$ cat config.mk
export PLATFORM = sky130hd
export DESIGN_NAME = lockstep_pair_array
export DESIGN_NICKNAME = d
export VERILOG_FILES = /design/src/rtl/lockstep_pkg.sv /design/src/rtl/lockstep_pair.sv /design/src/rtl/lockstep_pair_array.sv
export SDC_FILE = /design/constraint.sdc
export NUM_CORES = 1
export LEC_CHECK = 0
export ABC_AREA = 1
export CAP_MARGIN = 20
export CORE_ASPECT_RATIO = 1.75
export CORE_MARGIN = 4
export CORE_UTILIZATION = 49
export CTS_BUF_LIST = sky130_fd_sc_hd__clkbuf_4
export DETAILED_ROUTE_END_ITERATION = 10
export DONT_BUFFER_PORTS = 1
export PLACE_DENSITY_LB_ADDON = 0.2
export SLEW_MARGIN = 10
export SYNTH_ARGS = -nofsm -noshare
export SYNTH_HDL_FRONTEND = slang
export SYNTH_HIERARCHICAL = 1
export SYNTH_SLANG_ARGS = --single-unit
$ cat constraint.sdc
create_clock -name clk -period 5.5 [get_ports clk]
set_input_delay 1.1 -clock clk [delete_from_list [all_inputs] [get_ports clk]]
set_output_delay 1.1 -clock clk [all_outputs]
set_load 0.05 [all_outputs]
$ cat src/rtl/lockstep_pkg.sv
// Shared state encoding and update-mode constants for the lockstep pair array.
package lockstep_pkg;

    localparam int unsigned MODE_W = 2;

    localparam logic [MODE_W-1:0] MODE_HOLD   = 2'b00;
    localparam logic [MODE_W-1:0] MODE_TOGGLE = 2'b01;
    localparam logic [MODE_W-1:0] MODE_LOAD   = 2'b10;

    typedef enum logic [1:0] {
        LOCKED = 2'b00,
        FAULT  = 2'b01,
        RESYNC = 2'b10
    } state_e;

endpackage

$ cat src/rtl/lockstep_pair.sv
// One cross-coupled x/y register pair with its equality monitor FSM.
// evt_c_o flags a mismatch event that the array counts on this edge.
module lockstep_pair
    import lockstep_pkg::*;
#(
    parameter int unsigned WIDTH = 4
) (
    input  logic              clk,
    input  logic              rst,
    input  logic [MODE_W-1:0] mode_i,
    input  logic              en_i,
    input  logic [WIDTH-1:0]  load_data_i,
    input  logic              inj_i,
    input  logic [WIDTH-1:0]  inj_mask_i,
    output logic [WIDTH-1:0]  x_o,
    output logic [WIDTH-1:0]  y_o,
    output logic              locked_o,
    output logic              fault_o,
    output logic              evt_c_o
);

    logic [WIDTH-1:0] x_q, x_d;
    logic [WIDTH-1:0] y_q, y_d;
    state_e           state_q, state_d;
    logic             mism_c;
    logic             load_c;

    assign mism_c = (x_q != y_q);
    assign load_c = en_i && (mode_i == MODE_LOAD);

    // Next-value mux; injection corrupts only x so the pair diverges.
    always_comb begin
        x_d = x_q;
        y_d = y_q;
        if (en_i) begin
            unique case (mode_i)
                MODE_TOGGLE: begin
                    x_d = ~y_q;
                    y_d = ~x_q;
                end
                MODE_LOAD: begin
                    x_d = load_data_i;
                    y_d = load_data_i;
                end
                default: ;
            endcase
        end
        if (inj_i) begin
            x_d = x_d ^ inj_mask_i;
        end
    end

    always_comb begin
        state_d = state_q;
        evt_c_o = 1'b0;
        unique case (state_q)
            LOCKED: begin
                if (mism_c) begin
                    state_d = FAULT;
                    evt_c_o = 1'b1;
                end
            end
            FAULT: begin
                if (load_c) begin
                    state_d = RESYNC;
                end
            end
            RESYNC: begin
                if (mism_c) begin
                    state_d = FAULT;
                    evt_c_o = 1'b1;
                end else begin
                    state_d = LOCKED;
                end
            end
            default: state_d = LOCKED;
        endcase
    end

    always_ff @(posedge clk) begin
        if (rst) begin
            x_q     <= '0;
            y_q     <= '0;
            state_q <= LOCKED;
        end else begin
            x_q     <= x_d;
            y_q     <= y_d;
            state_q <= state_d;
        end
    end

    assign x_o      = x_q;
    assign y_o      = y_q;
    assign locked_o = (state_q == LOCKED);
    assign fault_o  = (state_q == FAULT);

endmodule

$ cat src/rtl/lockstep_pair_array.sv
// Array of lockstep x/y pairs with a shared saturating mismatch-event counter.
module lockstep_pair_array
    import lockstep_pkg::*;
#(
    parameter int unsigned WIDTH    = 4,
    parameter int unsigned CHANNELS = 2,
    parameter int unsigned CNT_W    = 8,
    localparam int unsigned CH_W    = (CHANNELS > 1) ? $clog2(CHANNELS) : 1
) (
    input  logic                      clk,
    input  logic                      rst,
    input  logic [MODE_W-1:0]         mode,
    input  logic [CHANNELS-1:0]       ch_en,
    input  logic [WIDTH-1:0]          load_data,
    input  logic                      inj_en,
    input  logic [CH_W-1:0]           inj_ch,
    input  logic [WIDTH-1:0]          inj_mask,
    output logic [CHANNELS*WIDTH-1:0] x_q,
    output logic [CHANNELS*WIDTH-1:0] y_q,
    output logic [CHANNELS-1:0]       locked,
    output logic [CHANNELS-1:0]       fault,
    output logic [CNT_W-1:0]          err_cnt
);

    localparam int unsigned SUM_W = CNT_W + $clog2(CHANNELS + 1);
    localparam logic [CNT_W-1:0] CNT_MAX = '1;

    logic [CHANNELS-1:0] evt_c;
    logic [SUM_W-1:0]    evt_sum_c;
    logic [SUM_W-1:0]    cnt_sum_c;
    logic [CNT_W-1:0]    err_cnt_q, err_cnt_d;

    for (genvar c = 0; c < CHANNELS; c++) begin : g_pair
        lockstep_pair #(
            .WIDTH (WIDTH)
        ) u_pair (
            .clk         (clk),
            .rst         (rst),
            .mode_i      (mode),
            .en_i        (ch_en[c]),
            .load_data_i (load_data),
            .inj_i       (inj_en && (inj_ch == CH_W'(c))),
            .inj_mask_i  (inj_mask),
            .x_o         (x_q[c*WIDTH +: WIDTH]),
            .y_o         (y_q[c*WIDTH +: WIDTH]),
            .locked_o    (locked[c]),
            .fault_o     (fault[c]),
            .evt_c_o     (evt_c[c])
        );
    end

    // Several channels may fault on one edge; add them all, then clamp.
    always_comb begin
        evt_sum_c = '0;
        for (int unsigned c = 0; c < CHANNELS; c++) begin
            evt_sum_c = evt_sum_c + SUM_W'(evt_c[c]);
        end
        cnt_sum_c = SUM_W'(err_cnt_q) + evt_sum_c;
        err_cnt_d = (cnt_sum_c > SUM_W'(CNT_MAX)) ? CNT_MAX : CNT_W'(cnt_sum_c);
    end

    always_ff @(posedge clk) begin
        if (rst) begin
            err_cnt_q <= '0;
        end else begin
            err_cnt_q <= err_cnt_d;
        end
    end

    assign err_cnt = err_cnt_q;

`ifdef FORMAL
    logic                f_past_valid_q = 1'b0;
    logic                f_inj_q;
    logic                f_rst_q;
    logic [CNT_W-1:0]    f_cnt_q;
    logic [CHANNELS-1:0] f_fault_q;

    always @(*) begin
        if (!f_past_valid_q) begin
            assume (rst);
        end
    end

    always_ff @(posedge clk) begin
        f_past_valid_q <= 1'b1;
        f_inj_q        <= inj_en;
        f_rst_q        <= rst;
        f_cnt_q        <= err_cnt;
        f_fault_q      <= fault;
    end

    // A just-injected pair is still LOCKED for the one cycle before detection.
    always @(*) begin
        if (f_past_valid_q && !f_inj_q) begin
            for (int unsigned c = 0; c < CHANNELS; c++) begin
                assert (!locked[c] || (x_q[c*WIDTH +: WIDTH] == y_q[c*WIDTH +: WIDTH]));
            end
        end
        if (f_past_valid_q && !f_rst_q) begin
            assert (err_cnt >= f_cnt_q);
        end
    end

`ifdef FORMAL_NO_INJ
    always @(*) begin
        assume (!inj_en);
        if (f_past_valid_q) begin
            assert ((fault & ~f_fault_q) == '0);
        end
    end
`endif
`endif

endmodule

## Yosys cells after proc, flatten, opt, wreduce, memory -nomap -nowiden

Cells that the tools add are included.

- Add/sub/neg operators: 2
- Mux-type cells: 21
- Order comparisons: 1
- Multipliers: 0
- Divide/modulo/power cells: 0
- Reductions and logical operators: 13
- Eq/ne operators: 12
- Shift operators: 0
- Bitwise operators: 7

Operator list:

| kind | number |
|---|---|
| $pmux 4 s2 | 4 |
| $mux 4 | 4 |
| $not 4->4 | 4 |
| $pmux 2 s3 | 2 |
| $add 8x2->9 | 1 |
| $gt 9x8->1 const B | 1 |
| $mux 2 | 4 |
| $mux 8 | 1 |
| $ne 2x2->1 const B | 4 |
| $ne 4x4->1 | 2 |
| $reduce_and 2->1 | 4 |
| $xor 4x4->4 | 2 |
| $eq 2x1->1 const B | 3 |
| $eq 2x2->1 const B | 3 |
| $mux 1 | 6 |
| $logic_and 1x1->1 | 4 |
| $logic_not 2->1 | 2 |
| $reduce_or 2->1 | 2 |
| $add 1x1->2 | 1 |
| $reduce_bool 2->1 | 1 |
| $not 1->1 | 1 |

- Memory bits (read-only): 0
- Bits in latches: 0
- Input port bits: 16
- Output and inout port bits: 28
- Memories kept: 0
- Register bits: 28
- Word-level logic and storage cells: 63
- Memory bits (writable): 0

## Depth between registers and ports, before layout

- Depth in word-level cells: 7
- Mapped depth: 13
- Gate-level depth less buffers: 13

## Modules after synthesis

The synthesis kept the hierarchy.

By module, submodules not included:

| module | times used | cells an instance | seq. area each (sq um) | area each (sq um) |
|---|---|---|---|---|
| lockstep_pair | 2 | 104 | 200.2 | 660.6 |
| lockstep_pair_array | 1 | 55 | 160.2 | 405.4 |

## Worst setup path before layout

Ideal clock, no wire load.

- Path type: register to register
- Start point: reg g_pair[0].u_pair.x_q[1]
- End point: reg err_cnt_q[5], in the netlist err_cnt[5]
- Clock period less this slack: 2.250 ns
- Cell stages (with the launch flop): 14
- Required time: 5.391 ns
- Setup time: 0.109 ns
- Arrival time: 2.142 ns
- Buffers on the path: 0
- Slack: 3.250 ns
- Cells stage by stage: dfxtp_1 inv_1 nand2_1 nand2_1 nor2_1 a21oi_1 fa_1 ha_1 nand2_2 nor2_4 nand3_2 nand3_1 nand2_1 inv_1

- Word-level cells in the longest chain between the ends: 7

RTL lines:

| element | RTL line | text |
|---|---|---|
| start: declaration | lockstep_pair.sv:22 | `logic [WIDTH-1:0] x_q, x_d;` |
| start signal: assignment | lockstep_pair.sv:82 | `x_q <= '0;` |
| start signal: assignment | lockstep_pair.sv:86 | `x_q <= x_d;` |
| $ne 4x4->1 (*) | lockstep_pair.sv:28 | `assign mism_c = (x_q != y_q);` |
| $mux 1 (*) | lockstep_pair.sv:58, lockstep_pair.sv:69 |  |
| $mux 1 (*) | - |  |
| net evt_c[0] | lockstep_pair_array.sv:28 | `logic [CHANNELS-1:0] evt_c;` |
| $add 1x1->2 (*) | lockstep_pair_array.sv:56 | `evt_sum_c = evt_sum_c + SUM_W'(evt_c[c]);` |
| $add 8x2->9 (*) | lockstep_pair_array.sv:58 | `cnt_sum_c = SUM_W'(err_cnt_q) + evt_sum_c;` |
| $gt 9x8->1 | lockstep_pair_array.sv:59 | `err_cnt_d = (cnt_sum_c > SUM_W'(CNT_MAX)) ? CNT_MAX : CNT_W'(cnt_sum_c);` |
| $mux 8 (*) | lockstep_pair_array.sv:59 |  |
| end signal: assignment | lockstep_pair_array.sv:66 | `err_cnt_q <= err_cnt_d;` |
| end: declaration | lockstep_pair_array.sv:31 | `logic [CNT_W-1:0] err_cnt_q, err_cnt_d;` |

Mark *: on every way through the listed nets, which the timed path passes. The rest lies on a longest branch.
A chain may end at the register's enable or synchronous reset.

## Worst setup path after layout

- Start point: reg g_pair[1].u_pair.state_q[0]
- End point: out fault[1]

- Word-level cells in the longest chain between the ends: 1

RTL lines:

| element | RTL line | text |
|---|---|---|
| start: declaration | lockstep_pair.sv:24 | `state_e state_q, state_d;` |
| start signal: assignment | lockstep_pair.sv:88 | `state_q <= state_d;` |
| $eq 2x1->1 | lockstep_pair.sv:95 | `assign fault_o = (state_q == FAULT);` |
| end: declaration | lockstep_pair_array.sv:21 | `output logic [CHANNELS-1:0] fault,` |

No other way between the ends.

==> out/metrics.yaml <==
outcome:
  outcome: "completed"
sta:
  rsz0062_at_grt: "false"
  fin_crit_ns: 2.61
  finalHoldViolCount: 0
  fmax_ghz: 0.383
  min_period_over_period_pct: 47.5
  finalClockSkew_ns: 0.00520
  tightest_slew_ns: 0.953
  whs_ns: 0.454
  fin_tns_setup_ns: 0
  slew-limit-headroom_pct: 36.3
  setup_viol: 0
  maxSlewViolCount: 0
worst_hold_path:
  hold_path_class: "reg -> reg"
  worstHoldPathCells: 1
  worstHoldStart: "g_pair[1].u_pair/state_q[1]"
  worstHoldEndpoint: "g_pair[1].u_pair/state_q[1]"
route:
  drtIter0Drc: 33
  wirelength_mm: 3.86
  drt-pass1-iter-count: 4
  drc: 0
  avgRoutedWirePerCell_um: 12.4
  viasPerCell: 4.99
  ant_nets: 0
  vias: 1548
clock_tree:
  path_clk_slew_ns: 0.14
  cts_resized: 0
  cts_made_buffers: 3
  post-cts-setup-buffers: 0
  clock_path_buffers: 2
  cts-htree-levels: 1
  clock-sinks: 28
  cts_root_buf: "clkbuf_4"
  cts_tree: "yes"
  clock_latency_ns: 0.32
  postCtsHoldBufs: 0
floorplan:
  rows: 28
  fp.dieH_um: 86.5
  dieArea_um2: 4580
  num_io_pins: 44
  die_w_um: 52.9
  coreArea_um2: 3400
  start_util_pct: 50.8
critical_path:
  slowest_delay_ns: 0.72
  slowest_stage: "nor2_1"
  r2r-start: "g_pair[1].u_pair/x_o[1]"
  required_ns: 4.40
  worstSetupPathType: "reg -> out"
  cp-end-kind: "output port"
  worstReg2RegEnd: "err_cnt[5]"
  worstPathCellList: "inv_1, nor2_1"
  path_max_fanout: 3
  reg2reg_depth: 13
  cp_top_family: "simple AND/OR/NAND/NOR gates"
  r2r_slack_ns: 3.04
  start_kind: "flip-flop"
  cp.arrival_ns: 1.51
  critPathBufInv: 1
synth:
  synth_compound_area_share_pct: 10.6
  yosysUniqueCellTypes: 21
  synth_area_per_cell_um2: 6.57
  ys.flop_type: "dfxtp_1"
  synthSimpleGateAreaFrac_pct: 38.6
  yosysMostFrequentCell: "nand2_1"
  synth_top_family_by_area: "simple AND/OR/NAND/NOR gates"
  synth_edf_count: 0
  synthMuxAreaShare_pct: 0
  synth_area_leader_cell: "dfxtp_1"
  yosysSeqAreaShare_pct: 32.5
  synth_xor_area_share_pct: 1.01
  yosysWarnings: 6
  synth_top_area_share_pct: 32.5
  synthCells: 263
  synth_common_cells: "nand2_1 (91), inv_1 (46), dfxtp_1 (28)"
  synth.cell_area_um2: 1730
  yosys_register_bits: 28
  ys_top_cells_by_area: "dfxtp_1 (32%), nand2_1 (20%), inv_1 (10%)"
  async_flop_share_pct: 0
  synthAdderAreaFrac_pct: 4.78
  synth_nets: 285
grt:
  met2_usage_pct: 35.5
  grt_max_degree: 16
  grt_pass1_vias: 1543
  grt_usage_pct: 19.2
  use_met1_pct: 19.8
  grt.busiest_layer: "met2"
  grt-ovfl-total: 0
  antenna_found_initial: 0
  grt_pass1_wl_mm: 6.58
  grt_util_met3_pct: 3.96
layout:
  fin_util_pct: 52.4
  drive_above_1_share_pct: 7.17
  n_antenna_cell: 0
  layout-area-overhead-vs-synth_pct: 3.04
  fin_nets: 288
placed_design:
  place.gp.congestion: 0.818
  port_buffers: 0
  dp_hpwl_mm: 3.19
flow_run:
  maxCapViolCount: 0
power:
  leakagePower_nw: 0.887
  peakVddDrop_v: 0.000183
  power.density_nw_per_um2: 319
[power breakdown]
part / internal [mW] / total (mW) / switching, mW
Clock: 0.0266 / 0.0840 / 0.0574
Combinational: 0.0497 / 0.162 / 0.112
Sequential: 0.228 / 0.321 / 0.0939
Total: 0.304 / 0.567 / 0.263
[placed cells by master, fill, tap and decap left out]
master    count
nand3_4       4
inv_1        46
ha_1          5
clkbuf_4      3
nor2_4        3
fa_1          1
nand3_2       5
nand2_2       2
xnor2_1       1
a31oi_1       8
o21ai_0       9
clkinv_1      3
nor4_1        2
o21bai_1      1
nor2_1       20
inv_2         2
nand3_1      14
a21oi_1      16
nand2_1      91
xor2_1        1
dfxtp_1      28
[how the worst max path moves through the flow]
stage	from	endpoint	slack, ns	depth (start not counted)
final	g_pair[1].u_pair/state_q[0]	fault[1]	2.89	2
after global routing	g_pair[1].u_pair/state_q[0]	fault[1]	2.80	2
after CTS	g_pair[1].u_pair/state_q[0]	fault[1]	2.84	2
after floorplan	g_pair[0].u_pair/x_o[1]	err_cnt[5]	3.25	13
after global placement	g_pair[0].u_pair/y_o[1]	err_cnt[5]	3.06	13
after detailed placement	g_pair[0].u_pair/x_o[2]	err_cnt[5]	3.04	13
[worst reg2reg max path: cells and delay by family, from the launching register on]
kind	cells	cell delay (ns)
adder cells (fa/ha/maj)	2	0.63
buffers and inverters	2	0.19
AO/OA/AOI/OAI	1	0.12
AND/OR/NAND/NOR	8	0.75
flip-flops	1	0.69
[final cells by class]
class                   count  area (µm²)
fillers                   364        1620
clock inverters             1        3.75
clock buffers               3        22.5
multi-input cells         183         948
flip-flops and latches     28         561
inverters                  50         188
well taps                  45        56.3
[per-layer routing]
metal	vias to the layer above	wire length [µm]	share of wire, %
met4	0	87	2.3
met5	-	0	0
met3	6	240	6.2
met2	36	2090	54
li1	826	-	-
met1	680	1440	37
[metrics by stage]
stage               std cells  setup WS [ns]  cell area [µm²]  power [mW]
global placement          306           3.06             1750       0.488
global route              310           2.80             1780       0.612
CTS                       310           2.84             1780       0.577
detailed placement        306           3.04             1750       0.491
floorplan                 263           3.25             1730       0.463
finish                    310           2.89             1780       0.567
[logic make-up (layout without fill, tap and decap cells)]
family / count (synthesis) / count (layout)
AOI/OAI and AO/OA: 34 / 34
xor gates and xnor gates: 2 / 2
adders and majority gates: 6 / 6
and+or+nand+nor: 141 / 141
buffers and inverters: 52 / 54
DFF: 28 / 28
[flip-flops by register name, indices dropped and copies added, names as in the netlist]
| name | cells |
|---|---|
| err_cnt | 8 |
| g_pair.u_pair/state_q | 4 |
| g_pair.u_pair/x_o | 8 |
| g_pair.u_pair/y_o | 8 |
(Power assumes the default switching activity.)
